[config.mk]
export PLATFORM = sky130hd
export DESIGN_NAME = fetch_unit
export DESIGN_NICKNAME = d
export VERILOG_FILES = /design/src/rtl/riscv_pkg.sv /design/src/rtl/fetch_fifo.sv /design/src/rtl/fetch_unit.sv
export SDC_FILE = /design/constraint.sdc
export NUM_CORES = 1
export LEC_CHECK = 0
export CORE_MARGIN = 5
export CORE_UTILIZATION = 41
export CTS_CLUSTER_SIZE = 40
export DETAILED_ROUTE_END_ITERATION = 10
export PLACE_DENSITY = 0.67
export SLEW_MARGIN = 20
export SYNTH_ARGS = -nofsm -noshare
export SYNTH_HDL_FRONTEND = slang
export SYNTH_SLANG_ARGS = --single-unit
[constraint.sdc]
create_clock -name clk -period 3.4 [get_ports clk]
set_clock_uncertainty 0.1 [all_clocks]
set_input_delay 0.85 -clock clk [delete_from_list [all_inputs] [get_ports clk]]
set_output_delay 0.85 -clock clk [all_outputs]
set_load 0.02 [all_outputs]
[src/rtl/riscv_pkg.sv]
// rtl/riscv_pkg.sv - shared RV32I fetch types and constants
// Contents: XLEN, NOP_INSTR (addi x0,x0,0), fetch_entry_t {pc, instr}.

package riscv_pkg;

  localparam int XLEN = 32;
  localparam logic [31:0] NOP_INSTR = 32'h0000_0013;

  typedef struct packed {
    logic [XLEN-1:0] pc;
    logic [31:0]     instr;
  } fetch_entry_t;

endpackage

[src/rtl/fetch_fifo.sv]
// rtl/fetch_fifo.sv - prefetch FIFO of {pc, instr} entries
// Ports:
//   clk, rst_n        clock, async active-low reset
//   push, push_entry  write one entry at the tail
//   pop               drop the head entry
//   flush             empty the FIFO (wins over push/pop)
//   head              entry at rd_ptr (registered storage, no bypass)
//   count             number of valid entries

module fetch_fifo
  import riscv_pkg::*;
#(
  parameter  int DEPTH = 2,
  localparam int CW    = $clog2(DEPTH + 1)
) (
  input  logic         clk,
  input  logic         rst_n,
  input  logic         push,
  input  fetch_entry_t push_entry,
  input  logic         pop,
  input  logic         flush,
  output fetch_entry_t head,
  output logic [CW-1:0] count
);

  localparam int IW = (DEPTH > 1) ? $clog2(DEPTH) : 1;

  fetch_entry_t  mem [DEPTH];
  logic [IW-1:0] rd_ptr;
  logic [IW-1:0] wr_ptr;

  function automatic logic [IW-1:0] next_ptr(input logic [IW-1:0] p);
    return (p == IW'(DEPTH - 1)) ? '0 : p + IW'(1);
  endfunction

  // Storage resets to {0, NOP} so the head shows a harmless NOP at PC 0.
  always_ff @(posedge clk or negedge rst_n) begin
    if (!rst_n) begin
      rd_ptr <= '0;
      wr_ptr <= '0;
      count  <= '0;
      for (int i = 0; i < DEPTH; i++) begin
        mem[i] <= '{pc: '0, instr: NOP_INSTR};
      end
    end else if (flush) begin
      rd_ptr <= '0;
      wr_ptr <= '0;
      count  <= '0;
    end else begin
      assert (!(push && !pop && (count == CW'(DEPTH))));
      // When full, wr_ptr == rd_ptr: a simultaneous push lands in the slot
      // being vacated by the pop, which becomes the new tail.
      if (push) begin
        mem[wr_ptr] <= push_entry;
        wr_ptr      <= next_ptr(wr_ptr);
      end
      if (pop) begin
        rd_ptr <= next_ptr(rd_ptr);
      end
      count <= count + CW'(push) - CW'(pop);
    end
  end

  assign head = mem[rd_ptr];

endmodule

[src/rtl/fetch_unit.sv]
// rtl/fetch_unit.sv - RV32I instruction-fetch stage with prefetch FIFO
// Ports:
//   clk, rst_n                                  clock, async active-low reset
//   imem_req_valid/ready/addr                   word fetch requests
//   imem_rsp_valid/data                         in-order instruction returns
//   redirect_valid/pc                           EX branch/jump redirect (flush)
//   out_valid/ready, out_pc, out_instr          handoff to decode

module fetch_unit
  import riscv_pkg::*;
#(
  parameter logic [XLEN-1:0] RESET_PC = '0,
  parameter int              DEPTH    = 2
) (
  input  logic            clk,
  input  logic            rst_n,
  output logic            imem_req_valid,
  input  logic            imem_req_ready,
  output logic [XLEN-1:0] imem_req_addr,
  input  logic            imem_rsp_valid,
  input  logic [31:0]     imem_rsp_data,
  input  logic            redirect_valid,
  input  logic [XLEN-1:0] redirect_pc,
  output logic            out_valid,
  input  logic            out_ready,
  output logic [XLEN-1:0] out_pc,
  output logic [31:0]     out_instr
);

  localparam int CW = $clog2(DEPTH + 1);
  localparam int SW = CW + 1;
  localparam int IW = (DEPTH > 1) ? $clog2(DEPTH) : 1;

  logic [XLEN-1:0] pc;
  logic [CW-1:0]   outstanding;
  logic [CW-1:0]   drop;
  logic [XLEN-1:0] pcq [DEPTH];
  logic [IW-1:0]   pcq_rd;
  logic [IW-1:0]   pcq_wr;

  logic            req_fire;
  logic            fifo_push;
  logic            fifo_pop;
  logic [CW-1:0]   fifo_count;
  fetch_entry_t    fifo_head;
  fetch_entry_t    push_entry;

  function automatic logic [IW-1:0] next_ptr(input logic [IW-1:0] p);
    return (p == IW'(DEPTH - 1)) ? '0 : p + IW'(1);
  endfunction

  // Credits: buffered plus in-flight (including to-be-dropped) never exceed
  // DEPTH, so every response always has a FIFO slot.
  assign imem_req_valid = rst_n & ((SW'(fifo_count) + SW'(outstanding)) < SW'(DEPTH));
  assign imem_req_addr  = pc;
  assign req_fire       = imem_req_valid & imem_req_ready;

  assign out_valid  = (fifo_count != '0) & ~redirect_valid;
  assign fifo_pop   = out_valid & out_ready;
  assign fifo_push  = imem_rsp_valid & ~redirect_valid & (drop == '0);
  assign push_entry = '{pc: pcq[pcq_rd], instr: imem_rsp_data};

  assign out_pc    = fifo_head.pc;
  assign out_instr = fifo_head.instr;

  always_ff @(posedge clk or negedge rst_n) begin
    if (!rst_n) begin
      pc          <= RESET_PC;
      outstanding <= '0;
      drop        <= '0;
      pcq_rd      <= '0;
      pcq_wr      <= '0;
    end else begin
      outstanding <= outstanding + CW'(req_fire) - CW'(imem_rsp_valid);
      // The PC queue is not flushed on redirect: dropped responses still
      // retire their entries so it stays aligned with the imem order.
      if (req_fire)       pcq_wr <= next_ptr(pcq_wr);
      if (imem_rsp_valid) pcq_rd <= next_ptr(pcq_rd);
      if (redirect_valid) begin
        pc   <= redirect_pc & ~XLEN'(3);
        drop <= outstanding + CW'(req_fire) - CW'(imem_rsp_valid);
      end else begin
        if (req_fire)                       pc   <= pc + XLEN'(4);
        if (imem_rsp_valid && drop != '0)   drop <= drop - CW'(1);
      end
    end
  end

  always_ff @(posedge clk) begin
    if (req_fire) pcq[pcq_wr] <= pc;
  end

  fetch_fifo #(.DEPTH(DEPTH)) u_fifo (
    .clk        (clk),
    .rst_n      (rst_n),
    .push       (fifo_push),
    .push_entry (push_entry),
    .pop        (fifo_pop),
    .flush      (redirect_valid),
    .head       (fifo_head),
    .count      (fifo_count)
  );

endmodule

==> Yosys cells after proc, flatten, opt, wreduce, memory -nomap -nowiden <==
Memories as Yosys holds them, arrays and structs flattened.
Index checks and enable logic that the tools add are counted.
{ "classes": {"mux": 21, "reduce_logical": 10, "addsub": 11, "order_cmp": 4, "bitwise": 9} }
{ "ops": {"columns": ["operator", "n"], "rows": [
  ["$mux W64", 4],
  ["$bwmux W128", 1],
  ["$demux W64 S1", 1],
  ["$mux W32", 2],
  ["$add A32 B3 Y32 const B", 1],
  ["$reduce_bool A2 Y1", 6],
  ["$mux W1", 10],
  ["$and A1 B1 Y1", 6],
  ["$mux W2", 3],
  ["$add A1 B1 Y1 const B", 4],
  ["$add A2 B1 Y2", 2],
  ["$ge A2 B2 Y1 const B", 2],
  ["$not A1 Y2", 2],
  ["$sub A2 B1 Y2", 2],
  ["$add A2 B2 Y3", 1],
  ["$lt A3 B2 Y1 const B", 1],
  ["$logic_and A1 B1 Y1", 2],
  ["$logic_not A2 Y1", 1],
  ["$lt A2 B1 Y1 const B", 1],
  ["$reduce_and A2 Y1", 1],
  ["$sub A2 B1 Y2 const B", 1],
  ["$not A1 Y1", 1]
]} }
{ "totals": {"inputBits": 70, "mem_bits_rw": 64, "elab_cells": 68, "n_memories": 1, "reg_bits": 170, "output_inout_bits": 98} }
{ "memory_table": {"columns": ["name", "depth", "word_bits", "rd", "rd_ports_with_merged_regs", "wr", "line", "text"], "rows": [
  ["pcq", 2, 32, 1, 0, 1, "fetch_unit.sv:37", "logic [XLEN-1:0] pcq [DEPTH];"]
]} }

==> Logic depth before layout (Yosys ltp) <==
{ "depth": {"word_depth": 7, "depth_mapped": 12, "depth_no_buf": 11} }

==> By module <==
From an unflattened synthesis, not the netlist that was laid out.
{ "unflattened": {"hier_cells": 697, "hier_area_um2": 10398.7} }
{ "modules_own_cells": {"columns": ["mod", "n_inst", "cells_each", "area_per_inst_um2", "seq_area_each_um2"], "rows": [
  ["fetch_fifo", 1, 358, 6055.8, 3310.7],
  ["fetch_unit", 1, 339, 4342.9, 2702.6]
]} }

==> Worst setup path before layout <==
OpenSTA, ideal clock, no wires.
{ "synth_timing": {"path_type": "register to register", "from": "reg outstanding[0]", "to": "mem pcq[0][10] (enable)", "setup_ns": 0.417, "stages_incl_launch_ff": 7, "required_time_ns": 2.883, "period_less_slack_ns": 3.206, "path_buffers": 1, "setup_slack_ns": 0.194, "t_arrival_ns": 2.688, "cell_sequence": "dfrtp_1 -> and2_1 -> fa_1 -> and4bb_1 -> buf_6 -> inv_4 -> nor2_1"} }
{ "synth_between": {"elab_chain_cells": 6} }
{ "synth_lines": {"columns": ["element", "line", "text"], "rows": [
  ["start: declaration", "fetch_unit.sv:35", "logic [CW-1:0] outstanding;"],
  ["start signal: assignment", "fetch_unit.sv:74", "outstanding <= outstanding + CW'(req_fire) - CW'(imem_rsp_valid);"],
  ["$add A2 B2 Y3", "fetch_unit.sv:54", "assign imem_req_valid = rst_n & ((SW'(fifo_count) + SW'(outstanding)) < SW'(DEPTH));"],
  ["$lt A3 B2 Y1", "fetch_unit.sv:54", null],
  ["$and A1 B1 Y1", "fetch_unit.sv:54", null],
  ["$and A1 B1 Y1", "fetch_unit.sv:56", "assign req_fire = imem_req_valid & imem_req_ready;"],
  ["$mux W1", "fetch_unit.sv:90", "if (req_fire) pcq[pcq_wr] <= pc;"],
  ["$mux W1 (not written as such)", "fetch_unit.sv:90", null],
  ["end: declaration", "fetch_unit.sv:37", null]
]} }
No other way between the ends.

==> Worst setup path after layout <==
{ "layout_timing": {"from": "reg u_fifo.rd_ptr", "to": "out out_pc[2]"} }
{ "layout_between": {"elab_chain_cells": 4} }
{ "layout_lines": {"columns": ["element", "line", "text"], "rows": [
  ["start: declaration", "fetch_fifo.sv:29", "logic [IW-1:0] rd_ptr;"],
  ["start signal: assignment", "fetch_fifo.sv:58", "rd_ptr <= next_ptr(rd_ptr);"],
  ["$not A1 Y2 (not written as such)", "fetch_fifo.sv:64", "assign head = mem[rd_ptr];"],
  ["$mux W64 (not written as such) (3 in a row)", "fetch_fifo.sv:64", null],
  ["end: declaration", "fetch_unit.sv:26", "output logic [XLEN-1:0] out_pc,"]
]} }
No other way between the ends. The select of a mux whose other input is x is not followed.

==> impl_metrics.ini <==
[status]
status = completed

[worst_setup_path]
r2r_setup_slack_ns = 0.43
required_ns = 2.45
slowest_stage = dfrtp_2
cp_max_fo = 30
end_kind = output port
crit_path_cell_trace = buf_12 > mux2_2 > clkdlybuf4s50_1
max_stage_delay_ns = 0.58
cp-start-kind = register
worst-setup-path-type = reg -> out
worstPathArrival_ns = 2.32

[yosys]
synth.area.top_cells = dfrtp_1 (41%), edfxtp_1 (19%), mux2_2 (15%)
synth_area_leader_cell = dfrtp_1
synth_top_area_share_pct = 40.9
async_reset_ff_share_pct = 73.2
ys.flop_type = dfrtp_1
yosysSeqAreaShare_pct = 61.2
synth_edf_count = 60
synthTopCellsByCount = dfrtp_1 (158), mux2_2 (126), edfxtp_1 (60)
netlist_area_mm2 = 0.00966
synthMostInstantiatedCell = dfrtp_1
yosysUniqueCellTypes = 40
yosysWarnings = 0
ys_ff_latch = 224
syn_inst = 757
avgSynthCellArea_um2 = 12.8

[clock_network]
htreeDepth = 1
cts_root_buffer = clkbuf_16
clk_pin_slew_ns = 0.06
clockBufferDepth = 3
postCtsSetupBuffers = 0
clock_sinks = 224
cts_tree = done
numCtsBuffers = 24
clock_latency_ns = 0.51

[global_routing]
groute.usage.overall_pct = 16.2
grt_pass1_wl_um = 35100
first_global_vias = 6395
grt_max_degree = 82
antenna_found_initial = 0
overflow = 0

[pwr]
p_clk_share_pct = 26.6
p_int_mw = 7.48
ir_worst_vdd_uv = 365
cellLeakagePower_nw = 5.05
powerDensity_mw_per_mm2 = 863
total_power_mw = 10.9
combPwrFrac_pct = 34.6
switching_share_pct = 31.1
switchingPower_mw = 3.38
p_seq_share_pct = 38.8

[die]
chipWidth_um = 163
die_area_mm2 = 0.0267
initial_utilization_pct = 41.4
fp.coreArea_mm2 = 0.0233
pin_count = 168
num_rows = 56
die_y_um = 163

[layout]
multi_input_area_mm2 = 0.00352
syn_to_final_growth_pct = 30.2
nNetsFinal = 993
drive_gt1_share_pct = 21.3
regArea_mm2 = 0.00592
antenna_cells = 0
fillers = 1987

[sta]
timing.hold.ws_ns = 0.335
fin_setup_tns_ns = 0
setup_viol = 0
worst_pin_slew_ns = 0.935
min_period_over_period_pct = 96.1
hold_viol = 0
period_minus_slack_ns = 3.27
rsz0062_at_grt = false
maxSlewViolCount = 0
slew_headroom_pct = 37.7
fmax_mhz = 306

[route]
totalWireLength_um = 21500
vias = 6356
dr.pass1.iters = 4
wl_per_cell_um = 17.2
via_per_inst = 5.07
detail-route-antenna-nets = 0
drtIter0Drc = 290
drc = 0

[placement]
gp_congestion = 0.802
place_hpwl_um = 14400
io_buffer_count = 161

[min_path]
hold_path.class = in -> async

[run]
drv_cap = 0
## repair_timing
action,in CTS,in global routing
setup endpoints to repair,0,1
gates resized for setup,0,1
hold buffers,0,0
## registers in the layout, indices dropped and copies added, names as in the netlist
register,count
imem_req_addr,30
pcq_wr,1
outstanding,2
u_fifo.wr_ptr,1
u_fifo.count,2
drop,2
u_fifo.mem,124
pcq_rd,1
pcq,60
u_fifo.rd_ptr,1
## layout by cell type (no fill, tap or decap), types with 5 or more instances in the layout
cell type / synthesis / final
edfxtp_1: 60 / 60
nor2_1: 53 / 52
ha_1: 6 / 6
a31oi_1: 17 / 17
dfstp_2: 6 / 6
buf_4: 4 / 13
nand3_1: 13 / 13
nand4_1: 8 / 8
or4_1: 20 / 20
mux2i_1: 32 / 32
mux2_2: 126 / 126
inv_1: 8 / 8
o21ai_0: 43 / 43
nand2_1: 59 / 58
xor2_1: 6 / 6
dfrtp_1: 158 / 156
bufinv_16: 0 / 5
clkdlybuf4s50_1: 0 / 159
clkbuf_16: 0 / 26
xnor2_1: 11 / 11
buf_12: 0 / 5
a21oi_1: 31 / 31
o31ai_1: 16 / 16
nor4_1: 5 / 5
## critical path: cells and delay by family, from the launching register on
family | cells | cell delay [ns]
DFF | 1 | 0.58
muxes | 1 | 0.36
buffers and inverters | 2 | 0.84
## metal layers
metal	global-route usage, %	vias to the layer above	wire (um)
met5	0	-	0
met4	3.81	0	372
met3	3.10	27	1450
met2	24.2	193	9140
met1	24.7	3064	10500
li1	-	3072	-
## final cells by class
type	instances	area share, %
sequential	224	47.0
multi-input combinational	477	28.0
timing repair buffer	179	14.4
clock buffer	32	5.51
tap	319	3.17
clock inverter	12	1.60
inverter	10	0.318
## final timing paths
check,to,cells past startpoint,from
setup / recovery,out_pc[2],3,u_fifo.rd_ptr$_DFFE_PN0P_
hold / removal,u_fifo.mem[76]$_DFFE_PN0P_,2,rst_n
setup reg to reg,imem_req_addr[25]$_DFFE_PN0P_,7,u_fifo.count[0]$_DFF_PN0_
hold reg to reg,u_fifo.mem[57]$_DFFE_PN0P_,2,u_fifo.mem[57]$_DFFE_PN0P_
max in group asynchronous,u_fifo.mem[28]$_DFFE_PN0P_,3,rst_n
min in group clk,u_fifo.mem[57]$_DFFE_PN0P_,2,u_fifo.mem[57]$_DFFE_PN0P_
## through the flow
stage	utilization (%)	cell area, um^2	cells	setup WS [ns]
final	53.9	12600	1253	0.131
after global routing	53.9	12600	1253	0.0297
after CTS	53.9	12600	1253	0.0333
after detailed placement	50.1	11700	1209	0.213
after global placement	50.1	11700	1209	0.224
after floorplan	-	9670	760	0.194
## logic make-up after synthesis
| group | synth area share, % |
|---|---|
| XOR/XNOR | 1.54 |
| adder cells (fa/ha/maj) | 0.984 |
| AO/OA/AOI/OAI | 6.52 |
| flip-flops | 61.2 |
| other | 0.0388 |
| AND/OR/NAND/NOR | 9.07 |
| multiplexers | 18.0 |
| buffers and inverters | 2.63 |
## power groups by stage
stage	Clock, mW	Sequential, mW	Combinational [mW]
after floorplan	0	4.06	2.37
after global placement	0	4.22	3.75
after detailed placement	0	4.27	3.79
after CTS	2.97	4.22	3.82
after global routing	3.10	4.33	4.07
final	2.89	4.21	3.75
(Power assumes the default switching activity.)
